[config.mk]
export PLATFORM = sky130hd
export DESIGN_NAME = requant_unit
export DESIGN_NICKNAME = d
export VERILOG_FILES = /design/src/rtl/npu_pkg.sv /design/src/rtl/requant_round_sat.sv /design/src/rtl/requant_unit.sv
export SDC_FILE = /design/constraint.sdc
export NUM_CORES = 2
export LEC_CHECK = 0
export CORE_MARGIN = 1.5
export CORE_UTILIZATION = 50
export DETAILED_ROUTE_END_ITERATION = 16
export PLACE_DENSITY = 0.73
export SLEW_MARGIN = 40
export SYNTH_ARGS = -nofsm -noshare
export SYNTH_HDL_FRONTEND = slang
export SYNTH_SLANG_ARGS = --single-unit
[constraint.sdc]
create_clock -name clk -period 8.11 [get_ports clk]
set_input_delay 0.811 -clock clk [delete_from_list [all_inputs] [get_ports clk]]
set_output_delay 0.811 -clock clk [all_outputs]
set_load 0.03 [all_outputs]
[src/rtl/npu_pkg.sv]
// Shared NPU definitions: requantizer widths, INT8 limits and pipeline payloads.
package npu_pkg;

   localparam int unsigned ACC_W     = 32;
   localparam int unsigned MULT_W    = 16;
   localparam int unsigned SHIFT_W   = 6;
   localparam int unsigned OUT_W     = 8;
   localparam int unsigned SHIFT_MAX = 48;
   localparam int unsigned CNT_W     = 16;

   // acc + bias never wraps; the product of that sum and the zero-extended
   // multiplier fits PROD_W; rounding needs one more bit of headroom.
   localparam int unsigned SUM_W  = ACC_W + 1;
   localparam int unsigned PROD_W = SUM_W + MULT_W;
   localparam int unsigned RND_W  = PROD_W + 1;

   localparam int INT8_MAX = 127;
   localparam int INT8_MIN = -128;

   // Stage 1 payload: biased sum plus the configuration that travels with it.
   typedef struct packed {
      logic signed [SUM_W-1:0]  sum;
      logic        [MULT_W-1:0] mult;
      logic        [SHIFT_W-1:0] shift;
      logic                     relu;
   } s1_t;

   // Stage 2 payload: scaled product plus remaining configuration.
   typedef struct packed {
      logic signed [PROD_W-1:0] prod;
      logic        [SHIFT_W-1:0] shift;
      logic                     relu;
   } s2_t;

   // Shift amounts above SHIFT_MAX behave as SHIFT_MAX.
   function automatic logic [SHIFT_W-1:0] clamp_shift(input logic [SHIFT_W-1:0] sh);
      return (sh > SHIFT_W'(SHIFT_MAX)) ? SHIFT_W'(SHIFT_MAX) : sh;
   endfunction

endpackage

[src/rtl/requant_round_sat.sv]
// Combinational round-half-up, arithmetic right shift, optional ReLU and
// INT8 clamp of a scaled product.
//   prod   : signed scaled product
//   shift  : right-shift amount (already limited to SHIFT_MAX)
//   relu   : force negative results to zero
//   data_c : signed INT8 result
//   sat_c  : clamp changed the value
module requant_round_sat
   import npu_pkg::*;
(
   input  logic signed [PROD_W-1:0]  prod,
   input  logic        [SHIFT_W-1:0] shift,
   input  logic                      relu,
   output logic signed [OUT_W-1:0]   data_c,
   output logic                      sat_c
);

   localparam logic signed [RND_W-1:0] HI = RND_W'(INT8_MAX);
   localparam logic signed [RND_W-1:0] LO = RND_W'(INT8_MIN);

   logic signed [RND_W-1:0] ext_c;
   logic signed [RND_W-1:0] half_c;
   logic signed [RND_W-1:0] rnd_c;
   logic signed [RND_W-1:0] act_c;

   // Round, shift, rectify, clamp.
   always_comb begin
      ext_c  = RND_W'(prod);
      half_c = '0;
      rnd_c  = ext_c;
      if (shift != '0) begin
         half_c = {{(RND_W-1){1'b0}}, 1'b1} << (shift - SHIFT_W'(1));
         rnd_c  = (ext_c + half_c) >>> shift;
      end

      act_c = (relu && rnd_c[RND_W-1]) ? '0 : rnd_c;

      data_c = OUT_W'(act_c);
      sat_c  = 1'b0;
      if (act_c > HI) begin
         data_c = OUT_W'(INT8_MAX);
         sat_c  = 1'b1;
      end else if (act_c < LO) begin
         data_c = OUT_W'(INT8_MIN);
         sat_c  = 1'b1;
      end
   end

endmodule

[src/rtl/requant_unit.sv]
// Three-stage INT32 -> INT8 requantizer with per-beat configuration and a
// saturating count of clipped output beats.
//   s_valid/s_ready : input handshake; s_acc, s_bias, s_mult, s_shift, s_relu
//                     are captured on transfer
//   m_valid/m_ready : output handshake; m_data (INT8), m_sat (beat clipped)
//   cnt_clr         : synchronous clear of sat_count
//   sat_count       : clipped beats delivered, saturating at all-ones
module requant_unit
   import npu_pkg::*;
(
   input  logic                      clk,
   input  logic                      rst_n,
   input  logic                      s_valid,
   output logic                      s_ready,
   input  logic signed [ACC_W-1:0]   s_acc,
   input  logic signed [ACC_W-1:0]   s_bias,
   input  logic        [MULT_W-1:0]  s_mult,
   input  logic        [SHIFT_W-1:0] s_shift,
   input  logic                      s_relu,
   output logic                      m_valid,
   input  logic                      m_ready,
   output logic signed [OUT_W-1:0]   m_data,
   output logic                      m_sat,
   input  logic                      cnt_clr,
   output logic        [CNT_W-1:0]   sat_count
);

   logic v1_q, v1_d;
   logic v2_q, v2_d;
   logic v3_q, v3_d;
   s1_t  s1_q, s1_d;
   s2_t  s2_q, s2_d;
   logic signed [OUT_W-1:0] data_q, data_d;
   logic                    sat_q,  sat_d;
   logic [CNT_W-1:0]        cnt_q,  cnt_d;

   logic ld1_c, ld2_c, ld3_c;
   logic signed [PROD_W-1:0] prod_c;
   logic signed [OUT_W-1:0]  rs_data_c;
   logic                     rs_sat_c;

   requant_round_sat u_round_sat (
      .prod   (s2_q.prod),
      .shift  (s2_q.shift),
      .relu   (s2_q.relu),
      .data_c (rs_data_c),
      .sat_c  (rs_sat_c)
   );

   // Next-state: a stage loads when empty or when its beat moves on this cycle.
   always_comb begin
      ld3_c = !v3_q || m_ready;
      ld2_c = !v2_q || ld3_c;
      ld1_c = !v1_q || ld2_c;

      v1_d   = v1_q;
      v2_d   = v2_q;
      v3_d   = v3_q;
      s1_d   = s1_q;
      s2_d   = s2_q;
      data_d = data_q;
      sat_d  = sat_q;
      cnt_d  = cnt_q;

      prod_c = PROD_W'(s1_q.sum) * PROD_W'($signed({1'b0, s1_q.mult}));

      if (ld1_c) begin
         v1_d = s_valid;
         if (s_valid) begin
            s1_d.sum   = SUM_W'(s_acc) + SUM_W'(s_bias);
            s1_d.mult  = s_mult;
            s1_d.shift = clamp_shift(s_shift);
            s1_d.relu  = s_relu;
         end
      end

      if (ld2_c) begin
         v2_d = v1_q;
         if (v1_q) begin
            s2_d.prod  = prod_c;
            s2_d.shift = s1_q.shift;
            s2_d.relu  = s1_q.relu;
         end
      end

      if (ld3_c) begin
         v3_d = v2_q;
         if (v2_q) begin
            data_d = rs_data_c;
            sat_d  = rs_sat_c;
         end
      end

      // Clear takes priority over a simultaneous clipped-beat delivery.
      if (cnt_clr) begin
         cnt_d = '0;
      end else if (v3_q && m_ready && sat_q && (cnt_q != {CNT_W{1'b1}})) begin
         cnt_d = cnt_q + CNT_W'(1);
      end
   end

   // Control and output registers.
   always_ff @(posedge clk or negedge rst_n) begin
      if (!rst_n) begin
         v1_q   <= 1'b0;
         v2_q   <= 1'b0;
         v3_q   <= 1'b0;
         data_q <= '0;
         sat_q  <= 1'b0;
         cnt_q  <= '0;
      end else begin
         v1_q   <= v1_d;
         v2_q   <= v2_d;
         v3_q   <= v3_d;
         data_q <= data_d;
         sat_q  <= sat_d;
         cnt_q  <= cnt_d;
      end
   end

   // Datapath payload registers; qualified by the valid bits, so no reset.
   always_ff @(posedge clk) begin
      s1_q <= s1_d;
      s2_q <= s2_d;
   end

   assign s_ready   = ld1_c;
   assign m_valid   = v3_q;
   assign m_data    = data_q;
   assign m_sat     = sat_q;
   assign sat_count = cnt_q;

endmodule

Yosys cells after proc, flatten, opt, wreduce, memory -nomap -nowiden
Cells that the tools add are included.

operators by class
  $add $sub $neg = 4
  reduce and logical (&&, ||, !) cells = 15
  shift-type cells = 2
  multiply operators = 1
  multiplexer cells = 8
  order comparisons = 3
  equality and inequality tests = 1

operator list
  cell                                                                              count
  50-bit 2-to-1 mux                                                                 2
  49-bit by 50-bit adder with 50-bit output                                         1
  50-bit by 8-bit greater-than comparator with 1-bit output, second input constant  1
  50-bit by 8-bit less-than comparator with 1-bit output, second input constant     1
  1-bit by 6-bit << shifter with 50-bit output, first input constant                1
  50-bit by 6-bit >>> shifter with 50-bit output                                    1
  33-bit by 17-bit multiplier with 49-bit output                                    1
  32-bit by 32-bit adder with 33-bit output                                         1
  16-bit 2-to-1 mux                                                                 2
  16-bit by 1-bit adder with 16-bit output, second input constant                   1
  8-bit 2-to-1 mux                                                                  2
  16-bit inequality test, second input constant                                     1
  6-bit greater-than comparator, second input constant                              1
  2-bit AND reduction                                                               3
  6-bit nonzero test                                                                1
  6-bit by 1-bit subtractor with 6-bit output, second input constant                1
  1-bit logical AND                                                                 4
  1-bit logical NOT                                                                 3
  1-bit logical OR                                                                  3
  1-bit 2-to-1 mux                                                                  2
  2-bit nonzero test                                                                1

word-level totals
  bits of input ports = 92
  bits in registers = 140
  logic and storage cells = 47

Logic depth before layout (Yosys ltp)
  depth in word-level cells = 10
  mapped depth = 31

Cells and area by module
A second synthesis with hierarchy kept.

second synthesis, totals
  cell total of the unflattened synthesis = 4181
  area, all modules = 34807.1 µm²

modules (own cells, without submodules)
  module             times used  area each (µm²)  cells an instance  sequential area each (µm²)
  requant_unit       1           24795.0          2604               4063.9
  requant_round_sat  1           10012.1          1577               0.0

Least setup slack after synthesis
OpenSTA, ideal clock, no wires.

  path kind = register -> register
  from = register s1_q[26] (netlist bit)
  to = register s2_q[52] (netlist bit) (data pin)
  setup slack = 0.609 ns
  buffers on the path = 1
  stages on the path, launching flop included = 29
  data arrival time = 7.242 ns
  data required time = 7.851 ns
  cell sequence = edfxtp_1 > clkbuf_1 > nand2_1 > fa_1 > inv_1 > fa_1 > ha_1 > fa_1 > inv_1 > fa_1 > fa_1 > inv_1 > ha_1 > or2_2 > o311ai_0 > a21oi_1 > a311o_1 > o41ai_1 > a211o_1 > o2111ai_1 > a2111oi_0 > o31ai_1 > nand4_1 > a41o_1 > o21ai_0 > o31a_1 > a21o_1 > a21oi_1 > xnor2_1

on the way
  longest elaborated chain between the ends = 1

ends and longest elaborated chain
  element                                         RTL line             RTL
  start: declaration                              requant_unit.sv:31   s1_t s1_q, s1_d;
  start signal: assignment                        requant_unit.sv:123  s1_q <= s1_d;
  33-bit by 17-bit multiplier with 49-bit output  requant_unit.sv:65   prod_c = PROD_W'(s1_q.sum) * PROD_W'($signed({1'b0, s1_q.mult}));
  net prod_c[45]                                  requant_unit.sv:38   logic signed [PROD_W-1:0] prod_c;
  end signal: assignment                          requant_unit.sv:124  s2_q <= s2_d;
  end: declaration                                requant_unit.sv:32   s2_t s2_q, s2_d;

The timed path passes the listed nets, and every way through them passes these cells.
A chain may end at the register's enable or synchronous reset.

Worst setup path after layout
  from = register s1_q[10] (netlist bit)
  to = register s2_q[52] (netlist bit) (data pin)

The elaborated chain is that of the path after synthesis.

==> flow_summary.ini <==
[synth]
syn_inst = 4018
synth-edff-count = 112
yosysWarnings = 0
synth_cell_types = 121
synth-async-reset-ratio_pct = 20.0
netlist_area_mm2 = 0.0339
ys_seq_area_share_pct = 12.0
synth_seq_cells = 140
avgSynthCellArea_um2 = 8.44
syn_nets = 4808
synth-main-ff-cell = edfxtp_1

[placed_design]
io_buffers = 118
gp_congestion = 1.05
place_inst = 5003
dp_hpwl_um = 94900
postPlaceCellArea_mm2 = 0.0369

[critical_path]
r2r_end = s2_q[52]
r2r_slack_ns = 0.37
cp_max_fo = 10
cpMostUsedCell = fa_1
end_kind = flop
critPathSlowestCell = fa_1
reg2regPathDepth = 28
cp.arrival_ns = 7.95
cp-startpoint = s1_q[10]
slowest_delay_ns = 0.55
path_class = reg -> reg
cp-start-kind = flop
required_ns = 8.32
cp-endpoint = s2_q[52]
reg2reg_from = s1_q[10]

[die]
initial_core_util_pct = 50.5
ioPinCount = 119
core-area_mm2 = 0.0672
dieHeight_um = 263
die_w_um = 263
row_count = 95
dieArea_mm2 = 0.0694

[clocking]
cts_tree = done
h-tree-depth = 4
clk_latency_ns = 0.48
ctsHoldBuffers = 0
worst_setup_hold_path_clk_slew_ns = 0.07
numCtsBuffers = 17
cts.path.max_buffers = 2
cts_num_sinks = 140
clockRootBuffer = clkbuf_16

[sta]
min_period_ns = 7.74
fmax_ghz = 0.129
hold_ws_ns = 0.421
drv_slew = 0
hold_viol = 0
fin_crit_sh_pct = 95.4
relSlewSlack_pct = 42.2
finalSetupViolations = 0
worst_pin_slew_ns = 0.864
clock_skew_ns = 0.0156

[routing]
remaining_drc_errors = 0
vias_per_cell = 6.08
post_drt_wl_per_cell_um = 23.0
drt_iter0_markers = 3104
wirelength_um = 116000
first_pass_iters = 6
dr_total_vias = 30600
postRouteAntennaNets = 0

[global_route]
grt_pass1_vias = 30700
grt_remaining_overflow = 0
antenna_found_initial = 2
grt_pass1_wl_um = 179000
grt_max_degree = 70
grt_usage_pct = 33.7

[min_path]
min_path_type = reg -> reg
holdPathStages = 0

[layout]
fin_area_mm2 = 0.0376
fin_util_pct = 56.0
fin_nets = 4943
drive_gt1_share_pct = 8.47
fin_cells = 5039
area_growth_syn_to_layout_pct = 10.9
antenna_cells = 0

[flow_run]
cap_violations = 0

[status]
outcome = finished clean
## state kept, by name, indices dropped and copies added, names as in the netlist
signal,flops
m_data,8
m_sat,1
m_valid,1
s1_q,56
s2_q,56
sat_count,16
v1_q,1
v2_q,1
## Yosys cell counts, types with 20 or more instances
cell type  instances  area, um^2
fa_1             500       10000
nor4_1            20         125
buf_2             20         100
or3_1             26         163
nor2_1           272        1020
edfxtp_1         112        3360
inv_1            574        2150
xnor2_1           92         806
o211ai_1          38         285
nand4_1           33         206
mux2i_1           36         360
o21a_1            33         248
and3_1            34         213
dfrtp_1           28         701
clkbuf_1         155         582
nand3_1           87         435
o221ai_1          24         210
nand2_1          547        2050
a21o_1            51         383
ha_1             198        2480
a31oi_1           36         225
nor3_1            69         345
and2_1           249        1560
a211oi_1          45         338
a21oi_1          172         861
xor2_1            37         324
o21ai_0          119         596
## through the flow
| stage | setup TNS, ns | setup WS [ns] |
|---|---|---|
| 2_1_floorplan | 0 | 0.609 |
| 3_3_place_gp | 0 | 0.141 |
| 3_5_place_dp | 0 | 0.0314 |
| 4_1_cts | 0 | 0.0858 |
| 5_1_grt | -0.0100 | -0.0100 |
| 6_report | 0 | 0.372 |
## layer usage
layer	share of wire [%]	vias to the layer above	track usage, %
met5	0.011	-	0
met4	7.1	2	21.2
met3	8.8	404	6.37
met2	45	1531	53.0
met1	39	14900	42.9
li1	-	13700	-
## what timing repair did
| item | 4_1_cts | 5_1_grt |
|---|---|---|
| setup endpoints to repair | 1 | 5 |
| resized for setup | 1 | 8 |
| setup buffers | 0 | 4 |
| pin swaps | 0 | 1 |
## worst max-delay path, delay by kind of cell (launching register included)
| kind | cells | cell delay [ns] |
|---|---|---|
| buffers and inverters | 4 | 0.45 |
| AO/OA/AOI/OAI | 13 | 2.83 |
| adder cells (fa/ha/maj) | 7 | 3.08 |
| flip-flops | 1 | 0.41 |
| XOR/XNOR | 1 | 0.09 |
| AND/OR/NAND/NOR | 3 | 0.61 |
## cell usage in the layout, fill, tap and decap left out, drive strengths merged, types with 34 or more instances in the layout
cell	n
clkdlybuf4s50	118
a211oi	48
a31oi	40
nand2	548
nand4	34
inv	585
nor2	274
o211ai	40
xor2	37
a21o	53
nor3	71
o21a	34
xnor2	93
and3	34
nand3	87
ha	198
and2	253
mux2i	37
o21ai	139
buf	200
a21oi	179
edfxtp	112
fa	500
## worst min-delay path by stage
stage / startpoint / end / slack [ns]
global placement: s1_q[0] / s2_q[0] / 0.41
finish: s1_q[2] / s2_q[2] / 0.42
floorplan: s1_q[0] / s2_q[0] / 0.40
detailed placement: s1_q[0] / s2_q[0] / 0.41
CTS: s1_q[0] / s2_q[0] / 0.42
global route: s1_q[0] / s2_q[0] / 0.43
## cell type report
cell class	instances	area, um^2
Fill cell	6099	29600
Multi-Input combinational cell	3101	26900
Timing Repair Buffer	318	2760
Clock inverter	14	151
Sequential cell	140	4060
Clock buffer	18	439
Tap cell	873	1090
Inverter	575	2160
## logic make-up after synthesis
kind of cell / count (synthesis) / share of synthesized area, %
adder cells (fa/ha/maj): 698 / 36.8
flip-flops: 140 / 12.0
buffers and inverters: 777 / 8.81
AO/OA/AOI/OAI: 780 / 16.5
multiplexers: 61 / 2.20
XOR/XNOR: 132 / 3.51
AND/OR/NAND/NOR: 1430 / 20.2
Power is not shown: default switching activity piles up to over one toggle a cycle in this logic, so the estimate is an artifact.
